## config.mk

```make
export PLATFORM = sky130hd
export DESIGN_NAME = pipe_if_ifid
export DESIGN_NICKNAME = d
export VERILOG_FILES = /design/src/rtl/pipe_if_ifid.sv
export SDC_FILE = /design/constraint.sdc
export NUM_CORES = 1
export LEC_CHECK = 0
export CORE_MARGIN = 3
export CORE_UTILIZATION = 35
export CTS_BUF_LIST = sky130_fd_sc_hd__clkbuf_8
export CTS_CLUSTER_SIZE = 14
export DETAILED_ROUTE_END_ITERATION = 12
export PLACE_DENSITY_LB_ADDON = 0.3
export REMOVE_ABC_BUFFERS = 1
export SETUP_SLACK_MARGIN = 0.02
export SLEW_MARGIN = 20
export SYNTH_ARGS = -nofsm -noshare
export SYNTH_HDL_FRONTEND = slang
export SYNTH_SLANG_ARGS = --single-unit
```

## constraint.sdc

```tcl
create_clock -name clk -period 6.5 [get_ports clk]
set_input_delay 0.65 -clock clk [delete_from_list [all_inputs] [get_ports clk]]
set_output_delay 0.65 -clock clk [all_outputs]
set_load 0.02 [all_outputs]
```

## src/rtl/pipe_if_ifid.sv

```systemverilog
// rtl/pipe_if_ifid.sv - instruction-fetch stage producing the 64-bit IFID bundle {Instruct, PC}
// Optional fetch/bubble counters are built when PIPE_IF_PERF_EN is defined.
module pipe_if_ifid #(
  parameter logic [31:0] RESET_PC = 32'h8000_0000,
  parameter logic [31:0] ILLOP_PC = 32'h8000_0004,
  parameter logic [31:0] XADR_PC  = 32'h8000_0008
) (
  input  logic        clk,
  input  logic        reset,
  input  logic        Stallin,
  input  logic [2:0]  PCSrc,
  input  logic [25:0] JT,
  input  logic [31:0] DataBusA,
  input  logic        BranchTaken,
  input  logic [31:0] ConBA,
  output logic        imem_req,
  output logic [31:0] imem_addr,
  input  logic [31:0] imem_rdata,
  input  logic        imem_valid,
  output logic [63:0] IFID,
  output logic        FetchBusy
`ifdef PIPE_IF_PERF_EN
  ,
  output logic [31:0] FetchCnt,
  output logic [31:0] BubbleCnt
`endif
);

  localparam logic [2:0] PCSRC_J     = 3'd2;
  localparam logic [2:0] PCSRC_JR    = 3'd3;
  localparam logic [2:0] PCSRC_ILLOP = 3'd4;
  localparam logic [2:0] PCSRC_IRQ   = 3'd5;

  typedef enum logic [1:0] {S_IDLE, S_FETCH, S_DROP, S_HOLD} state_t;

  state_t      state_q, state_d;
  logic [31:0] pc_q, pc_d;
  logic [31:0] addr_q, addr_d;
  logic [31:0] skid_q, skid_d;
  logic [63:0] ifid_q, ifid_d;
  logic        req_q, req_d;

  logic [31:0] pc_inc;
  logic [31:0] id_target;
  logic [31:0] target;
  logic        id_redir;
  logic        redirect;
  logic        deliver_fetch;
  logic        deliver_skid;
  logic        write_bubble;

  // Sequential step keeps the supervisor bit and wraps the low 31 bits.
  assign pc_inc = {pc_q[31], pc_q[30:0] + 31'd4};

  always_comb begin
    id_target = pc_inc;
    case (PCSrc)
      PCSRC_J:     id_target = {pc_q[31:28], JT, 2'b00};
      PCSRC_JR:    id_target = DataBusA;
      PCSRC_ILLOP: id_target = ILLOP_PC;
      PCSRC_IRQ:   id_target = XADR_PC;
      default:     id_target = pc_inc;
    endcase
    id_redir = !Stallin && (PCSrc >= PCSRC_J) && (PCSrc <= PCSRC_IRQ);
    redirect = (state_q != S_IDLE) && (BranchTaken || id_redir);
    target   = BranchTaken ? ConBA : id_target;
  end

  always_comb begin
    state_d       = state_q;
    pc_d          = pc_q;
    skid_d        = skid_q;
    ifid_d        = ifid_q;
    deliver_fetch = 1'b0;
    deliver_skid  = 1'b0;
    write_bubble  = 1'b0;

    if (redirect) begin
      // An unanswered request must still be completed, so it is drained in DROP.
      pc_d         = target;
      write_bubble = 1'b1;
      if ((state_q == S_FETCH || state_q == S_DROP) && !imem_valid) begin
        state_d = S_DROP;
      end else begin
        state_d = S_FETCH;
      end
    end else begin
      case (state_q)
        S_IDLE: begin
          state_d      = S_FETCH;
          write_bubble = !Stallin;
        end
        S_FETCH: begin
          if (imem_valid) begin
            if (Stallin) begin
              skid_d  = imem_rdata;
              state_d = S_HOLD;
            end else begin
              deliver_fetch = 1'b1;
            end
          end else begin
            write_bubble = !Stallin;
          end
        end
        S_DROP: begin
          if (imem_valid) begin
            state_d = S_FETCH;
          end
          write_bubble = !Stallin;
        end
        S_HOLD: begin
          if (!Stallin) begin
            deliver_skid = 1'b1;
            state_d      = S_FETCH;
          end
        end
        default: state_d = S_IDLE;
      endcase
    end

    if (deliver_fetch || deliver_skid) begin
      pc_d = pc_inc;
    end
    if (deliver_fetch) begin
      ifid_d = {imem_rdata, pc_q};
    end else if (deliver_skid) begin
      ifid_d = {skid_q, pc_q};
    end else if (write_bubble) begin
      ifid_d = {32'h0, pc_q};
    end

    req_d  = (state_d == S_FETCH) || (state_d == S_DROP);
    // While draining, the bus keeps the address of the transaction being completed.
    addr_d = (state_d == S_DROP) ? addr_q : {1'b0, pc_d[30:0]};
  end

  always_ff @(posedge clk or negedge reset) begin
    if (!reset) begin
      state_q <= S_IDLE;
      pc_q    <= RESET_PC;
      addr_q  <= {1'b0, RESET_PC[30:0]};
      skid_q  <= 32'h0;
      ifid_q  <= 64'h0;
      req_q   <= 1'b0;
    end else begin
      state_q <= state_d;
      pc_q    <= pc_d;
      addr_q  <= addr_d;
      skid_q  <= skid_d;
      ifid_q  <= ifid_d;
      req_q   <= req_d;
    end
  end

  assign imem_req  = req_q;
  assign imem_addr = addr_q;
  assign IFID      = ifid_q;
  assign FetchBusy = req_q && !imem_valid;

`ifdef PIPE_IF_PERF_EN
  logic [31:0] fetch_cnt_q, fetch_cnt_d;
  logic [31:0] bubble_cnt_q, bubble_cnt_d;

  always_comb begin
    fetch_cnt_d  = fetch_cnt_q;
    bubble_cnt_d = bubble_cnt_q;
    if (deliver_fetch || deliver_skid) begin
      fetch_cnt_d = fetch_cnt_q + 32'd1;
    end else if (write_bubble) begin
      bubble_cnt_d = bubble_cnt_q + 32'd1;
    end
  end

  always_ff @(posedge clk or negedge reset) begin
    if (!reset) begin
      fetch_cnt_q  <= 32'h0;
      bubble_cnt_q <= 32'h0;
    end else begin
      fetch_cnt_q  <= fetch_cnt_d;
      bubble_cnt_q <= bubble_cnt_d;
    end
  end

  assign FetchCnt  = fetch_cnt_q;
  assign BubbleCnt = bubble_cnt_q;
`endif

endmodule

```

# [Word-level counts from Yosys, hierarchy flattened]
# Cells that the tools add are included.
[totals] regBits=162 inputBits=130 output_inout_bits=98
[op_classes] addsub=1 magnitude_cmp=2 eq_ne=10 mux=23 n_bitwise=2 n_reduce_logical=18
[ops] operator="64-bit two-way mux" count=3
[ops] operator="32-bit case mux with 4 select lines" count=1
[ops] operator="31-bit two-way mux" count=2
[ops] operator="32-bit two-way mux" count=1
[ops] operator="31-bit by 3-bit adder with 31-bit output (second input constant)" count=1
[ops] operator="2-bit two-way mux" count=6
[ops] operator="1-bit two-way mux" count=8
[ops] operator="2-bit case mux with 4 select lines" count=1
[ops] operator="4-bit AND reduction" count=2
[ops] operator="2-bit == test (second input constant)" count=3
[ops] operator="3-bit by 2-bit == test with 1-bit output (second input constant)" count=2
[ops] operator="3-bit == test (second input constant)" count=2
[ops] operator="1-bit logical AND" count=5
[ops] operator="2-bit by 1-bit == test with 1-bit output (second input constant)" count=2
[ops] operator="1-bit logical OR" count=4
[ops] operator="4-bit nonzero test" count=1
[ops] operator="3-bit by 2-bit >= comparator with 1-bit output (second input constant)" count=1
[ops] operator="3-bit <= comparator (second input constant)" count=1
[ops] operator="3-bit nonzero test" count=1
[ops] operator="1-bit logical NOT" count=2
[ops] operator="2-bit logical NOT" count=1
[ops] operator="2-bit != test (second input constant)" count=1
[ops] operator="1-bit NOT" count=2
[ops] operator="1-bit case mux with 2 select lines" count=1
[ops] operator="other kinds (2)" count=2

# [Depth between registers and ports, before layout]
[depth] word_depth=9 mapped_depth=11

# [Least setup slack after synthesis]
# No wires, ideal clock.
[synth_timing] path_kind="input-to-reg" startpoint="in PCSrc[1]" endpoint="reg addr_q[10], in the netlist imem_addr[10]" setup_time_ns=0.125 arrival_time_ns=2.725 t_required_ns=6.375 setup_slack_ns=3.651 cell_stages=11 path_buffers=2 cell_sequence="inv_1 -> ha_1 -> nor3_2 -> nor2_1 -> nand3_1 -> a21oi_1 -> ha_1 -> clkbuf_1 -> inv_1 -> clkbuf_1 -> mux2_2"
[synth_between] elab_chain_cells=8 elab_cells_between_ends=19
[synth_lines] item="start, declared" line_no="11" text="input logic [2:0] PCSrc,"
[synth_lines] item="3-bit by 2-bit >= comparator with 1-bit output" line_no="64" text="id_redir = !Stallin && (PCSrc >= PCSRC_J) && (PCSrc <= PCSRC_IRQ);"
[synth_lines] item="1-bit logical AND (2 in series)" line_no="64"
[synth_lines] item="1-bit logical OR" line_no="65" text="redirect = (state_q != S_IDLE) && (BranchTaken || id_redir);"
[synth_lines] item="1-bit logical AND" line_no="65"
[synth_lines] item="1-bit two-way mux" line_no="78" text="if (redirect) begin"
[synth_lines] item="1-bit logical OR" line_no="121" text="if (deliver_fetch || deliver_skid) begin"
[synth_lines] item="31-bit two-way mux" line_no="121"
[synth_lines] item="end signal, assigned" line_no="141" text="addr_q <= {1'b0, RESET_PC[30:0]};"
[synth_lines] item="end signal, assigned" line_no="148" text="addr_q <= addr_d;"
[synth_lines] item="end, declared" line_no="38" text="logic [31:0] addr_q, addr_d;"
# Parallel ways exist; a longest one is shown, timed or not.
# A chain may end at the register's enable or synchronous reset.

# [Worst setup path in the final report]
[layout_timing] startpoint="in PCSrc[2]" endpoint="reg addr_q[3], in the netlist imem_addr[3]"
# Same word-level chain as after synthesis.

==> metrics.md <==
| Metric | Value |
|---|---|
| Register area share after synthesis | 48.80% |
| Hold Slack | 272.6 ps |
| Cts hold-fix bufs | 0 |
| Latest clock arrival within the worst-skew pair | 460 ps |
| Vias | 7242 |
| Vias in the first global route | 7132 |
| Static leakage | 4.782 nW |
| Worst Hold Class | in -> async |
| Post-layout min period | 4418 ps |
| Clock transition at the registers of the reported paths | 90 ps |
| Site Rows | 55 |
| Initial Utilization | 36.16% |
| Clk sinks | 162 |
| Count of different cell masters after synthesis | 74 |
| Critical Path Source | PCSrc[2] |
| Setup TNS | 0 ps |
| Largest net degree at the start of global routing | 102 |
| CP Buf/Inv Count | 3 |
| Area of the core | 0.02298 mm2 |
| Cells on worst reg2reg path | 9 |
| Cells after DPL | 1257 |
| Net Sw Frac | 39.47% |
| Syn Area/Cell | 10.95 um2 |
| Port Buffers | 226 |
| Setup slack, reg-to-reg | 2670 ps |
| Share of layout cells above drive strength 1 | 15.66% |
| CP cell instances | clkdlybuf4s50_1 -> inv_1 -> ha_1 -> nor3_2 -> o211ai_1 -> a21oi_1 -> ha_1 -> clkinv_1 -> mux2_2 |
| Period utilization | 67.97% |
| Area contributors post-synth | dfrtp_1, mux2_2, a222oi_1 |
| Most used DFF post-synth | dfrtp_1 |
| Outcome | finished, final reports clean |
| Reg2Reg Capture Point | imem_addr[3] |
| Max incr delay on CP | 1010 ps |
| Initial antenna violation count | 3 |
| Tightest Pin Transition | 1034 ps |
| PD cells | 424.1 mW/mm2 |
| Area delta synth->final | 35.49% |
| Max Freq | 226.4 MHz |
| Most frequent CP cell | ha_1 |
| Synth Instances | 759 |
| Num CTS Buffers | 17 |
| Fin cells | 1290 |
| Fill cells | 2158 |
| Post-place instance area | 0.01081 mm2 |
| Drc violations | 0 |
| 1st-pass router iterations | 7 |
| Post-synthesis cell area | 0.008310 mm2 |
| Grt total ovfl | 0 |
| Most frequent cell after synthesis | dfrtp_1 |
| RD Place Congestion | 0.8685 |
| Post-Layout Inst Area | 0.01126 mm2 |
| Detailed Place HPWL | 19.87 mm |
| Top delay family on crit path | buffers and inverters |
| Clk buf depth | 2 |
| Unrepaired setup endpoints after global routing | false |
| Full die area | 0.02563 mm2 |
| Worst Path Max Fanout | 23 |
| Pint | 2.891 mW |
| DIE WIDTH | 160.1 um |
| Reg power frac | 38.1% |
| Root buffer cell | clkbuf_8 |
| Setup Viol. Count Final | 0 |
| # IOs | 228 |
| Final #Nets | 1105 |
| Clock Power Share | 16.9% |
| Relative slew slack | 30.62% |
| Worst IR Drop VDD | 0.1724 mV |
| Multi-input gate area | 0.003829 mm2 |
| Yosys reg bits | 162 |
| RR Startpoint | state_q[1] |
| Share of the synthesized area in the top cell type | 48.48% |
| Crit. path cell count | 9 |
| CP max stage cell | clkinv_1 |
| GRT Util Overall | 21.16% |
| Detailed-route wire length per cell | 21.45 um |
| NetSw | 1.885 mW |
| ANT nets after route | 0 |
| Vias/cell | 5.614 |
| Post-CTS Resized | 0 |
| Final Skew | 15.14 ps |
| Endpoint type of the worst setup path | register |
| Drt initial violations | 892 |
| Ys async rst share | 100.0% |
| Combinational power share | 45.0% |
| Crit path arrival time | 4760 ps |
| Die H | 160.1 um |
| Crit path launch type | input port |
| Post-synth EDFFs | 0 |
| Ant diodes | 0 |
| Area leader, netlist | dfrtp_1 |
| Hold Fails Final Rpt | 0 |
| List of most frequent post-synthesis cells | dfrtp_1, mux2_2, inv_1 |
| # Post-CTS Setup Buffers | 0 |
| Drt total wl | 27.67 mm |
| First-pass GRT wire length | 42.57 mm |
| CP Class | in -> reg |
| Slew Viols, Final | 0 |
| Synth warn | 0 |
| H-tree levels | 4 |
| CTS tree | yes |
| Critical path required time | 6840 ps |
| Seq. cell area | 0.004055 mm2 |
| MaxCap Viol Count | 0 |
[per-layer routing]
layer	global-route usage, %	vias up	wire length [um]
met5	0	-	23
met4	5.365	4	578
met3	6.822	36	2465
met2	33.94	369	12860
met1	27.79	3567	11740
li1	-	3266	-
[worst max path at each step]
stage               slack, ps            to
floorplan                1320       IFID[0]
global placement         2130      IFID[42]
detailed placement       1990      IFID[38]
CTS                      2470      IFID[38]
global route             1700  imem_addr[0]
finish                   2080  imem_addr[3]
[final cells by class]
type / instances / area share, %
sequential: 162 / 36.02
multi-input combinational: 498 / 34.00
timing repair buffer: 241 / 21.21
clock buffer: 17 / 2.078
tap: 313 / 3.478
clock inverter: 15 / 1.745
inverter: 44 / 1.467
[metrics by stage]
stage	utilization [%]	worst slack, ps	power (mW)
3_3_place_gp	47.03	2127	3.934
6_report	48.99	2082	4.776
2_1_floorplan	-	1325	2.957
3_5_place_dp	47.03	1985	3.975
5_1_grt	48.99	1702	5.048
4_1_cts	48.90	2466	4.797
[layout by cell type (no fill, tap or decap), types with 11 or more instances in the layout]
cell type,n
a21oi_1,41
a221oi_1,16
a222oi_1,32
buf_4,14
clkbuf_8,17
clkdlybuf4s50_1,225
dfrtp_1,161
ha_1,11
inv_1,42
mux2_2,78
mux2i_1,12
nand2_1,38
nand3_1,16
nand4_1,14
nor2_1,41
o21ai_0,34
o31ai_1,15
[registers in the layout, summed over array words and instances, names as in the netlist]
| name | flops |
|---|---|
| state_q | 2 |
| imem_req | 1 |
| skid_q | 32 |
| IFID | 64 |
| pc_q | 32 |
| imem_addr | 31 |
[power groups by stage]
| stage | Clock (mW) | Combinational [mW] | Sequential, mW |
|---|---|---|---|
| 5_1_grt | 0.869 | 2.30 | 1.88 |
| 4_1_cts | 0.828 | 2.15 | 1.82 |
| 3_3_place_gp | 0 | 2.12 | 1.82 |
| 3_5_place_dp | 0 | 2.14 | 1.83 |
| 2_1_floorplan | 0 | 0.927 | 2.03 |
| 6_report | 0.809 | 2.15 | 1.82 |
[cell families (layout without fill, tap and decap cells)]
| group | count (synthesis) | after routing | share of synthesized area [%] |
|---|---|---|---|
| compound gates | 206 | 206 | 18.40 |
| other cells | 1 | 1 | 0.04512 |
| buf+inv | 99 | 317 | 5.420 |
| xor+xnor | 15 | 15 | 1.581 |
| mux | 98 | 98 | 13.10 |
| flops | 162 | 162 | 48.80 |
| simple gates | 167 | 167 | 11.01 |
| fa+ha+maj | 11 | 11 | 1.656 |
Note: power is estimated with default switching activity, not from simulation.
